`src/rtl/pwm_decoder.sv`:
```
// PWM decoder: recovers the N-bit duty code from a PWM waveform sampled on step,
// flags multi-pulse windows and declares lock after two equal clean windows.
module pwm_decoder #(
    parameter int unsigned N = 8
) (
    input  logic         clk,
    input  logic         rst,
    input  logic         ena,
    input  logic         step,
    input  logic         pwm_in,
    output logic [N-1:0] duty,
    output logic         valid,
    output logic         glitch,
    output logic         locked
);

    localparam int unsigned HW = N + 1;

    typedef enum logic [1:0] {
        SEEK  = 2'd0,
        CHECK = 2'd1,
        LOCK  = 2'd2
    } state_t;

    state_t          state_q;
    state_t          state_d;
    logic            locked_d;
    logic [N-1:0]    ref_duty;
    logic [N-1:0]    ref_d;

    logic            s1;
    logic            s2;
    logic            prev_sample;
    logic [N-1:0]    win_cnt;
    logic [HW-1:0]   high_cnt;
    logic [1:0]      edge_cnt;

    logic            sample;
    logic            rise;
    logic            win_end;
    logic            match;
    logic [HW-1:0]   high_fin;
    logic [1:0]      edge_fin;
    logic [N-1:0]    duty_fin;
    logic            glitch_fin;

    // Closing-window values include the window-end sample itself
    always_comb begin
        sample     = step & ena;
        rise       = s2 & ~prev_sample;
        win_end    = sample && (win_cnt == {N{1'b1}});
        high_fin   = high_cnt + HW'(s2);
        edge_fin   = (rise && (edge_cnt != 2'd3)) ? edge_cnt + 2'd1 : edge_cnt;
        duty_fin   = (high_fin <= HW'(1)) ? '0 : N'(high_fin - HW'(1));
        glitch_fin = (edge_fin > 2'd1);
        match      = (duty_fin == ref_duty);
    end

    // Two-flop synchroniser; keeps running while ena is low
    always_ff @(posedge clk) begin
        if (rst) begin
            s1 <= 1'b0;
            s2 <= 1'b0;
        end else begin
            s1 <= pwm_in;
            s2 <= s1;
        end
    end

    // Window measurement datapath
    always_ff @(posedge clk) begin
        if (rst) begin
            win_cnt     <= '0;
            high_cnt    <= '0;
            edge_cnt    <= '0;
            prev_sample <= 1'b0;
            duty        <= '0;
            glitch      <= 1'b0;
            valid       <= 1'b0;
        end else if (!ena) begin
            win_cnt     <= '0;
            high_cnt    <= '0;
            edge_cnt    <= '0;
            prev_sample <= 1'b0;
            valid       <= 1'b0;
        end else begin
            valid <= 1'b0;
            if (sample) begin
                prev_sample <= s2;
                win_cnt     <= win_cnt + N'(1);
                if (win_end) begin
                    high_cnt <= '0;
                    edge_cnt <= '0;
                    duty     <= duty_fin;
                    glitch   <= glitch_fin;
                    valid    <= 1'b1;
                end else begin
                    high_cnt <= high_fin;
                    edge_cnt <= edge_fin;
                end
            end
        end
    end

    // Lock FSM: state register
    always_ff @(posedge clk) begin
        if (rst) begin
            state_q  <= SEEK;
            locked   <= 1'b0;
            ref_duty <= '0;
        end else begin
            state_q  <= state_d;
            locked   <= locked_d;
            ref_duty <= ref_d;
        end
    end

    // Lock FSM: next state, evaluated only at window end
    always_comb begin
        state_d = state_q;
        if (!ena) begin
            state_d = SEEK;
        end else if (win_end) begin
            if (glitch_fin) begin
                state_d = SEEK;
            end else begin
                case (state_q)
                    SEEK:    state_d = CHECK;
                    CHECK:   state_d = match ? LOCK : CHECK;
                    LOCK:    state_d = match ? LOCK : CHECK;
                    default: state_d = SEEK;
                endcase
            end
        end
    end

    // Lock FSM: outputs; ref tracks the latest clean duty
    always_comb begin
        locked_d = (state_d == LOCK);
        ref_d    = ref_duty;
        if (ena && win_end && !glitch_fin) begin
            ref_d = duty_fin;
        end
    end

endmodule

```
`config.mk`:
```
export PLATFORM = sky130hd
export DESIGN_NAME = pwm_decoder
export DESIGN_NICKNAME = d
export VERILOG_FILES = /design/src/rtl/pwm_decoder.sv
export SDC_FILE = /design/constraint.sdc
export NUM_CORES = 1
export LEC_CHECK = 0
export CORE_ASPECT_RATIO = 1.75
export CORE_MARGIN = 1.5
export CORE_UTILIZATION = 25
export CTS_CLUSTER_SIZE = 10
export DETAILED_ROUTE_END_ITERATION = 10
export GPL_TIMING_DRIVEN = 0
export SLEW_MARGIN = 20
export SYNTH_ARGS = -nofsm -noshare
export SYNTH_HDL_FRONTEND = slang
export SYNTH_SLANG_ARGS = --single-unit
```
`constraint.sdc`:
```
create_clock -name clk -period 4.4 [get_ports clk]
set_input_delay 0.66 -clock clk [delete_from_list [all_inputs] [get_ports clk]]
set_output_delay 0.66 -clock clk [all_outputs]
set_load 0.1 [all_outputs]
```
Yosys cells after proc, flatten, opt, wreduce, memory -nomap -nowiden
Index checks and enable logic that the tools add are counted.
{"block": "totals", "reg_bits": 43, "input_bits": 5, "output_inout_bits": 11, "word_cells": 49}
{"block": "op_classes", "n_addsub": 4, "magnitude_cmp": 2, "eq_ne": 6, "mux": 10, "n_bitwise": 5, "reduce_logical": 10}
{"op": "2-bit two-way mux", "n": 6}
{"op": "9-bit by 1-bit adder with 9-bit output", "n": 1}
{"op": "9-bit by 1-bit <= comparator with 1-bit output, second input constant", "n": 1}
{"op": "9-bit two-way mux", "n": 1}
{"op": "8-bit by 1-bit adder with 8-bit output, second input constant", "n": 1}
{"op": "8-bit equality test", "n": 1}
{"op": "8-bit equality test, second input constant", "n": 1}
{"op": "8-bit two-way mux", "n": 1}
{"op": "8-bit by 1-bit subtractor with 8-bit output, second input constant", "n": 1}
{"op": "2-bit equality test, second input constant", "n": 2}
{"op": "1-bit logical AND", "n": 4}
{"op": "2-bit one-hot mux with 2 select lines", "n": 1}
{"op": "2-bit OR reduction", "n": 2}
{"op": "1-bit NOT", "n": 3}
{"op": "3-bit AND reduction", "n": 1}
{"op": "3-bit OR reduction", "n": 1}
{"op": "2-bit by 1-bit adder with 2-bit output, second input constant", "n": 1}
{"op": "1-bit bitwise AND", "n": 2}
{"op": "2-bit by 1-bit equality test with 1-bit output, second input constant", "n": 1}
{"op": "2-bit by 1-bit > comparator with 1-bit output, second input constant", "n": 1}
{"op": "2-bit logical NOT", "n": 1}
{"op": "2-bit inequality test, second input constant", "n": 1}
{"op": "1-bit logical NOT", "n": 1}
{"op": "1-bit two-way mux", "n": 1}

Longest topological paths before layout
Gate-level depths: netlist of the first run.
{"block": "logic_depth", "ltp_word": 10, "ltp_mapped": 12, "ltp_nobuf": 12}

Least setup slack after synthesis of the first run
No wires, ideal clock.
{"block": "synth_timing", "path_kind": "register -> register", "startpoint": "register s2", "endpoint": "register state_q[0]", "setup_ns": 0.120, "arrival_ns": 2.771, "required_ns": 4.280, "path_slack_ns": 1.510, "path_stages_with_launch": 13, "path_buffers": 2, "synth_period_minus_slack_ns": 2.890, "path_cell_list": "dfxtp_1 ha_1 ha_1 buf_2 and3b_1 or4_1 a2111oi_2 and2_1 buf_6 mux2i_1 o2bb2ai_1 o2111ai_1 o31a_1"}
{"block": "synth_between", "elab_chain_len": 9, "word_cells_on_any_way": 14, "classes_between": "add/sub (2); order compare (2); eq/ne (1); mux (7); bitwise (1); reduce/logical (1)"}
{"element": "start: declaration", "line_no": "32", "source": "logic s2;"}
{"element": "start signal: assignment", "line_no": "63", "source": "s2 <= 1'b0;"}
{"element": "start signal: assignment", "line_no": "66", "source": "s2 <= s1;"}
{"element": "9-bit by 1-bit adder with 9-bit output", "line_no": "52", "source": "high_fin = high_cnt + HW'(s2);"}
{"element": "8-bit by 1-bit subtractor with 8-bit output / 9-bit by 1-bit <= comparator with 1-bit output (equally long branches)", "line_no": "54", "source": "duty_fin = (high_fin <= HW'(1)) ? '0 : N'(high_fin - HW'(1));"}
{"element": "8-bit two-way mux", "line_no": "54"}
{"element": "8-bit equality test", "line_no": "56", "source": "match = (duty_fin == ref_duty);"}
{"element": "2-bit two-way mux", "line_no": "129, 130"}
{"element": "2-bit one-hot mux with 2 select lines", "line_no": "127", "source": "case (state_q)"}
{"element": "2-bit two-way mux *", "line_no": "124", "source": "if (glitch_fin) begin"}
{"element": "2-bit two-way mux *", "line_no": "123", "source": "end else if (win_end) begin"}
{"element": "2-bit two-way mux *", "line_no": "121", "source": "if (!ena) begin"}
{"element": "end signal: assignment", "line_no": "112", "source": "state_q <= state_d;"}
{"element": "end: declaration", "line_no": "25", "source": "state_t state_q;"}
Mark *: on every way between the ends. The rest lies on a longest branch, timed or not.
A chain may end at the register's enable or synchronous reset.

Final worst setup path of the first run
Same ends and word-level chain as after synthesis.

==> results of run 1 <==
[cell type report]
type	count	area, sq um
plain buffers	16	75.1
clock buffers	6	129
clock inverters	2	12.5
fillers	1015	6320
inverters	7	26.3
multi-input cells	226	1380
flip-flops and latches	43	861
well taps	120	150
repair buffers	14	140
[metrics by stage]
step                      instances  worst slack (ns)  area [sq um]  util [%]
after floorplan                 292              1.51          2340         -
after global routing            434             0.836          2770      30.5
after global placement          426              1.09          2630      28.9
final                           434              1.03          2770      30.5
after CTS                       434              1.04          2770      30.5
after detailed placement        426              1.09          2630      28.9
[cells by family after synthesis]
group | count (synthesis) | synth area share (%)
adders and majority gates | 8 | 4.28
DFF | 43 | 36.8
AOI/OAI and AO/OA | 53 | 14.6
and+or+nand+nor | 139 | 28.7
buffers and inverters | 23 | 4.33
xor gates and xnor gates | 21 | 9.04
muxes | 5 | 2.19
[report_power, final]
group / switching, mW / internal [mW] / total [mW]
logic: 0.0270 / 0.0172 / 0.0443
clock network: 0.154 / 0.210 / 0.363
registers: 0.00124 / 0.391 / 0.392
[final timing paths]
| check | startpoint | end | slack, ns | cells after the start |
|---|---|---|---|---|
| worst max-delay path | s2 | state_q[0] | 1.03 | 12 |
| worst min-delay path | s1 | s2 | 0.44 | 1 |
| worst max register to register | s2 | state_q[0] | 1.03 | 12 |
| worst min register to register | s1 | s2 | 0.44 | 1 |
[routing by layer]
| metal | up-vias | wire (microns) | GRT usage, % |
|---|---|---|---|
| li1 | 1054 | - | - |
| met1 | 934 | 2190 | 11.2 |
| met2 | 32 | 3100 | 24.0 |
| met3 | 9 | 127 | 1.94 |
| met4 | 0 | 123 | 5.88 |
| met5 | - | 0 | 0 |
[worst max-delay path, cell delays in order (launching register included)]
cell and delay, ns:
dfxtp_1 0.38, ha_1 0.31, ha_1 0.18, buf_2 0.19
a21boi_0 0.10, or4_1 0.53, a2111oi_2 0.40, and2_1 0.19
buf_6 0.12, mux2i_1 0.08, o2bb2ai_1 0.22, o2111ai_1 0.26
o31a_1 0.30
[sequential cells by signal, summed over array words and instances (netlist names)]
register / count
high_cnt: 9
locked: 1
edge_cnt: 2
duty: 8
s1: 1
ref_duty: 8
prev_sample: 1
s2: 1
valid: 1
state_q: 2
win_cnt: 8
glitch: 1
[Yosys cell counts (2+ instances only)]
| master | n |
|---|---|
| nor2b_1 | 5 |
| a211oi_1 | 4 |
| xnor3_1 | 2 |
| nand2_1 | 45 |
| nand4_1 | 4 |
| a2111oi_2 | 2 |
| mux2i_1 | 4 |
| nor3_1 | 10 |
| a32oi_1 | 2 |
| clkbuf_1 | 11 |
| buf_2 | 3 |
| and4_1 | 2 |
| inv_1 | 7 |
| nor2_1 | 35 |
| nand3b_1 | 2 |
| nor4_1 | 2 |
| a21oi_1 | 26 |
| nand2b_1 | 2 |
| o21ai_0 | 7 |
| ha_1 | 8 |
| dfxtp_1 | 43 |
| nand3_1 | 11 |
| or2_2 | 2 |
| a21boi_0 | 2 |
| and3b_1 | 2 |
| xnor2_1 | 9 |
| nand4b_1 | 3 |
| and2_1 | 7 |
| and3_1 | 3 |
| xor2_1 | 10 |
==> results.yml, run 1 <==
floorplanning:
  rows: 46
  ios: 16
  core_area_sq_um: 9090
  initial_core_util_pct: 25.7
  die_w_microns: 76.1
  die_area_sq_um: 9970
  die_y_microns: 131
clock_tree:
  clk_path_buf_depth: 2
  cts_sinks: 43
  cts_buffers: 5
  cts_resized: 0
  post-cts-setup-buffer-count: 0
  clock_latency_ns: 0.29
  hold_buffers: 0
  h-tree-depth: 2
  clockRootBuffer: "clkbuf_16"
  cts_tree: "done"
  clkTransAtPathRegs_ns: 0.06
layout:
  syn2layout_area_growth_pct: 18.5
  final_cell_mix: "nand2_1 (45), dfxtp_1 (43), nor2_1 (35), a21oi_1 (26), clkdlybuf4s50_1 (14)"
  mostFrequentLayoutCell: "nand2_1"
  drive_gt1_share_pct: 5.73
  nets: 326
  diodes: 0
power:
  p_per_area_nw_per_um2: 289
  peakVddDrop_v: 0.000176
  p_leak_nw: 0.997
  power_mw: 0.800
route:
  dr.pass1.iters: 4
  drt_iter0_markers: 63
  wl_per_cell_microns: 12.8
  drc: 0
  viasPerCell: 4.68
  drt.antenna.violating_nets: 0
  vias: 2029
  routed_wl_microns: 5540
global_route:
  antenna_found_initial: 0
  grt_usage_pct: 11.8
  grt_overflow_total: 0
  grt_pass1_vias: 2016
  grt_pass1_wl_microns: 9380
  grt_max_degree: 14
timing:
  relSlewSlack_pct: 34.5
  hold_viol: 0
  worstMarginPinSlew_ns: 0.979
  rsz0062_at_grt: "false"
  report.final.slew_viol_count: 0
  post-route-min-period_ns: 3.37
  finalCritPeriodShare_pct: 76.5
  fin_skew_ns: 0.00459
  fin_tns_setup_ns: 0
  hold_slack_ns: 0.440
  clock.fmax_mhz: 297
  setup_viol: 0
yosys:
  synth_area_sq_um: 2340
  synth_top_area_share_pct: 36.8
  synth_area_leader_cell: "dfxtp_1"
  async_flop_share_pct: 0
  synth_edf_count: 0
  avgSynthCellArea_sq_um: 8.01
  syn_inst: 292
  syn_nets: 305
  synthTopCellsByArea: "dfxtp_1 (37%), nand2_1 (7.2%), nor2_1 (5.6%), a21oi_1 (5.6%), ha_1 (4.3%)"
  synth-seq-area-share_pct: 36.8
  yosys.cell_types.count: 47
  yosys_most_used_dff: "dfxtp_1"
  yosysWarningCount: 0
  ys_ff_latch: 43
min_path:
  hold_class: "reg2reg"
setup_path:
  crit_required_ns: 4.58
  path_max_fanout: 9
  cp-start-kind: "register"
  critical_path_class: "reg2reg"
  end_kind: "register"
  cp.arrival_ns: 3.54
placement:
  io_buffers: 14
  place.gp.congestion: 0.835
  hpwl_microns: 4270
run_status:
  status: "complete, no violations"
job:
  maxCapViolCount: 0
Power figures use the tool's default switching activity.
==> run 2: changes to the inputs <==
==> constraint.sdc (replaced) <==
create_clock -name clk -period 2.83 [get_ports clk]
set_input_delay 0.4245 -clock clk [delete_from_list [all_inputs] [get_ports clk]]
set_output_delay 0.4245 -clock clk [all_outputs]
set_load 0.1 [all_outputs]
==> results.yml, run 2 (synthesis gave the netlist of run 1 again) <==
timing:
  relSlewSlack_pct: 34.5
  fin_ws_ns: -0.0590
  post-route-min-period_ns: 2.89
  report.final.slew_viol_count: 0
  finalCritPeriodShare_pct: 102
  clock.fmax_mhz: 346
  worstMarginPinSlew_ns: 0.980
  setup_viol: 3
  hold_viol: 0
  fin_skew_ns: 0.00556
  rsz0062_at_grt: "true"
route:
  wl_per_cell_microns: 13.2
  drt_iter0_markers: 80
  route.layer.met1.wl_microns: 2130
  drc: 0
  wl_met2_microns: 3320
  drt.antenna.violating_nets: 0
  dr.pass1.iters: 4
  viasPerCell: 4.84
  routed_wl_microns: 5880
  vias: 2154
  highest_layer: "met4"
  met3_length_microns: 174
floorplanning:
  ios: 16
  core_area_sq_um: 9090
  initial_core_util_pct: 25.7
  die_y_microns: 131
  rows: 46
  die_w_microns: 76.1
  die_area_sq_um: 9970
power:
  internal_power_mw: 1.06
  combPwrFrac_pct: 6.1
  seqPwrFrac_pct: 45.3
  swShare_pct: 21.3
  p_clk_share_pct: 48.7
  peakVddDrop_v: 0.000310
  p_leak_nw: 1.08
  p_per_area_nw_per_um2: 449
  p_switching_mw: 0.287
layout:
  seq_area_sq_um: 867
  syn2layout_area_growth_pct: 28.4
  post-route-util_pct: 33.0
  nets: 337
  multi_input_area_sq_um: 1490
  n_fill_cell: 973
  diodes: 0
  largest_register_ffs: 9
  mostFrequentLayoutCell: "nand2_1"
  stdcell_count: 445
  drive_gt1_share_pct: 15.1
  regMostFlops: "high_cnt"
  final_cell_mix: "nand2_1 (45), dfxtp_1 (40), nor2_1 (34), a21oi_1 (26), clkdlybuf4s50_1 (14)"
min_path:
  hold_end: "s2"
  hold_class: "reg2reg"
  hold_depth: 1
  hp-start: "s1"
clock_tree:
  clkTransAtPathRegs_ns: 0.06
  cts_tree: "done"
  clockRootBuffer: "clkbuf_16"
  h-tree-depth: 2
  clock_latency_ns: 0.28
  cts_sinks: 43
  cts_buffers: 5
  hold_buffers: 0
  clk_path_buf_depth: 2
job:
  maxCapViolCount: 0
setup_path:
  reg2reg_to: "state_q[0]"
  timing.rr.start: "s2"
  crit_required_ns: 3.00
  cp-start-kind: "register"
  reg2reg_slack_ns: -0.06
  path_buf_inv: 2
  critical_path_class: "reg2reg"
  critPathSlowestCell: "or4_4"
  end_kind: "register"
  critPathTopFamily: "compound AO/OA/AOI/OAI gates"
  slowest_delay_ns: 0.43
  cp.arrival_ns: 3.06
  worstPathCellList: "ha_4 -> ha_4 -> buf_6 -> and3b_1 -> or4_4 -> a2111oi_4 -> and2_1 -> buf_6 -> mux2i_2 -> o2bb2ai_2 -> o2111ai_2 -> o31a_1"
  crit_cells: 12
  path_max_fanout: 5
  reg2reg_depth: 12
global_route:
  grt_pass1_vias: 2113
  grt_usage_pct: 12.2
  grt_pass1_wl_microns: 9590
  grt_max_degree: 15
  antenna_found_initial: 0
  grt_overflow_total: 0
run_status:
  violations: "negative setup slack"
  status: "finished, violations left"
placement:
  place.gp.congestion: 0.809
  dp.cells: 426
  io_buffers: 14
  pre_cts_slack_ns: -0.400
  hpwl_microns: 4250
run 2: layout make-up:
type	count	share of cell area, %
Inverter	7	0.875
Clock buffer	5	4.17
Sequential cell	43	28.9
Timing Repair Buffer	25	7.33
Multi-Input combinational cell	226	49.6
Tap cell	120	5.00
Clock inverter	3	1.46
Buffer	16	2.71
run 2: power groups by stage:
stage	clock network, mW	registers [mW]	logic [mW]
finish	0.655	0.610	0.0818
global route	0.692	0.609	0.0895
CTS	0.667	0.610	0.0798
detailed placement	0	0.624	0.0685
global placement	0	0.623	0.0679
floorplan	0	0.623	0.0493
run 2: worst reg2reg max path, cell delays in order (launching register included):
cell       delay, ns
dfxtp_4         0.36
ha_4            0.18
ha_4            0.16
buf_6           0.12
and3b_1         0.15
or4_4           0.43
a2111oi_4       0.34
and2_1          0.20
buf_6           0.12
mux2i_2         0.07
o2bb2ai_2       0.23
o2111ai_2       0.16
o31a_1          0.27
run 2: what timing repair did:
| action | 4_1_cts | 5_1_grt |
|---|---|---|
| endpoints found under the hold margin | 0 | 0 |
| setup buffers | 7 | 3 |
| pin swaps | 10 | 7 |
| setup endpoints to repair | 3 | 3 |
| resized for setup | 20 | 6 |
| gates cloned | 1 | 0 |
run 2: how the worst max path moves through the flow:
stage                     start    endpoint
final                        s2  state_q[0]
after global routing         s2  state_q[1]
after CTS                    s2  state_q[0]
after detailed placement     s2  state_q[0]
after global placement       s2  state_q[0]
after floorplan              s2  state_q[0]
run 2: per-layer routing:
| layer | global-route usage [%] | up-vias |
|---|---|---|
| li1 | - | 1076 |
| met1 | 10.7 | 1013 |
| met2 | 24.6 | 46 |
| met3 | 2.36 | 19 |
| met4 | 8.50 | 0 |
| met5 | 0 | - |
run 2: per-stage QoR:
stage | setup TNS, ns | hold slack, ns | power [mW] | cell area (sq um)
after detailed placement | -0.891 | 0.444 | 0.692 | 2630
after CTS | -0.0677 | 0.451 | 1.36 | 2960
after floorplan | 0 | 0.414 | 0.672 | 2340
after global placement | -0.786 | 0.426 | 0.691 | 2630
after global routing | -0.351 | 0.474 | 1.39 | 3000
final | -0.131 | 0.446 | 1.35 | 3000
==> run 3: changes to the inputs <==
==> constraint.sdc (replaced) <==
create_clock -name clk -period 2.4 [get_ports clk]
set_input_delay 0.36 -clock clk [delete_from_list [all_inputs] [get_ports clk]]
set_output_delay 0.36 -clock clk [all_outputs]
set_load 0.1 [all_outputs]
==> results.yml, run 3 (synthesis gave the netlist of run 1 again) <==
clock_tree:
  cts_sinks: 43
  cts_tree: "done"
  h-tree-depth: 2
  hold_buffers: 0
  cts_buffers: 5
  clockRootBuffer: "clkbuf_16"
  clock_latency_ns: 0.29
  clkTransAtPathRegs_ns: 0.06
  clk_path_buf_depth: 2
run_status:
  status: "finished, violations left"
  violations: "negative setup slack"
placement:
  io_buffers: 14
  pre_cts_slack_ns: -0.727
  dpl_cell_area_sq_um: 2670
  hpwl_microns: 4370
  place.gp.congestion: 0.835
  dp.cells: 426
layout:
  diodes: 0
  nets: 338
  regMostFlops: "high_cnt"
  syn2layout_area_growth_pct: 31.9
  mostFrequentLayoutCell: "nand2_1"
  finalInstanceArea_sq_um: 3090
  multi_input_area_sq_um: 1550
  drive_gt1_share_pct: 19.6
  final_cell_mix: "nand2_1 (45), dfxtp_1 (40), nor2_1 (30), a21oi_1 (22), buf_4 (15)"
  stdcell_count: 446
  n_fill_cell: 1013
  post-route-util_pct: 33.9
  seq_area_sq_um: 867
  largest_register_ffs: 9
global_route:
  grt_max_degree: 14
  grt_overflow_total: 0
  grt_pass1_wl_microns: 10000
  grt_usage_pct: 12.8
  antenna_found_initial: 0
  grt_pass1_vias: 2083
job:
  maxCapViolCount: 0
route:
  drc: 0
  route.layer.met1.wl_microns: 2480
  met3_length_microns: 127
  routed_wl_microns: 6270
  wl_met2_microns: 3440
  wl_per_cell_microns: 14.1
  vias: 2101
  dr.pass1.iters: 4
  drt.antenna.violating_nets: 0
  drt_iter0_markers: 45
  highest_layer: "met4"
  viasPerCell: 4.71
floorplanning:
  rows: 46
  ios: 16
  initial_core_util_pct: 25.7
  die_y_microns: 131
  core_area_sq_um: 9090
  die_w_microns: 76.1
  die_area_sq_um: 9970
timing:
  relSlewSlack_pct: 34.4
  hold_slack_ns: 0.437
  setup_viol: 4
  report.final.slew_viol_count: 0
  clock.fmax_mhz: 363
  post-route-min-period_ns: 2.76
  fin_ws_ns: -0.357
  hold_viol: 0
  finalCritPeriodShare_pct: 115
  fin_skew_ns: 0.00645
  rsz0062_at_grt: "true"
  worstMarginPinSlew_ns: 0.981
power:
  p_per_area_nw_per_um2: 528
  peakVddDrop_v: 0.000470
  p_leak_nw: 1.11
setup_path:
  reg2reg_depth: 11
  crit_required_ns: 2.58
  end_kind: "register"
  cp-start-kind: "register"
  critical_path_class: "reg2reg"
  reg2reg_slack_ns: -0.36
  reg2reg_to: "state_q[0]"
  timing.rr.start: "s2"
  cp.arrival_ns: 2.94
  path_max_fanout: 7
min_path:
  hold_depth: 1
  hold_class: "reg2reg"
  hp-start: "s1"
  hold_end: "s2"
==> run 3: changes by cell type in the layout (fill, tap and decap cells not counted), moves of 2 or more <==
cell,before,now
a21oi_1,26,22
a21oi_2,0,4
buf_4,11,15
clkbuf_1,11,8
clkbuf_2,0,2
nor2_1,34,30
nor2_2,1,4
==> run 3: stage by stage <==
step	total power, mW	setup TNS (ns)
after floorplan	0.795	-0.341
final	1.63	-1.03
after global routing	1.68	-1.82
after global placement	0.819	-5.52
after CTS	1.64	-1.15
after detailed placement	0.820	-5.90
==> run 3: timing repair <==
action	in CTS	in global routing
buffers inserted	10	4
setup endpoints to repair	19	19
pin swaps	9	12
resized for setup	20	16
==> run 3: routing by layer <==
metal | global-route usage, % | vias to the layer above
li1 | - | 1077
met1 | 12.9 | 977
met2 | 25.0 | 32
met3 | 1.74 | 15
met4 | 7.63 | 0
met5 | 0 | -
==> run 3: area by class of cell <==
type	count	share of cell area, %
buffer	14	2.23
clock inverter	2	1.14
sequential	43	28.1
clock buffer	6	4.50
inverter	7	0.852
tap	120	4.87
timing repair buffer	28	7.95
multi-input combinational	226	50.4
==> run 3: worst max-delay path by stage <==
stage	startpoint	endpoint	slack [ns]	cells after the start
after floorplan	s2	state_q[0]	-0.22	12
after global placement	s2	state_q[0]	-0.65	11
after detailed placement	s2	state_q[0]	-0.73	11
after CTS	s2	state_q[0]	-0.40	11
after global routing	s2	state_q[1]	-0.46	12
final	s2	state_q[0]	-0.36	11
==> run 3: worst max-delay path: stages (launching register included) <==
cell	delay, ns
dfxtp_4	0.35
ha_4	0.17
ha_4	0.19
and3b_1	0.18
or4_4	0.44
a2111oi_4	0.32
and2_1	0.19
buf_6	0.12
mux2i_1	0.07
o2bb2ai_1	0.18
o2111ai_2	0.16
o31a_1	0.27
==> run 3: where the power goes <==
group / internal (mW) / leakage, nW / switching (mW)
Clock: 0.518 / 0.0868 / 0.290
Combinational: 0.0466 / 0.676 / 0.0568
Sequential: 0.716 / 0.349 / 0.00231
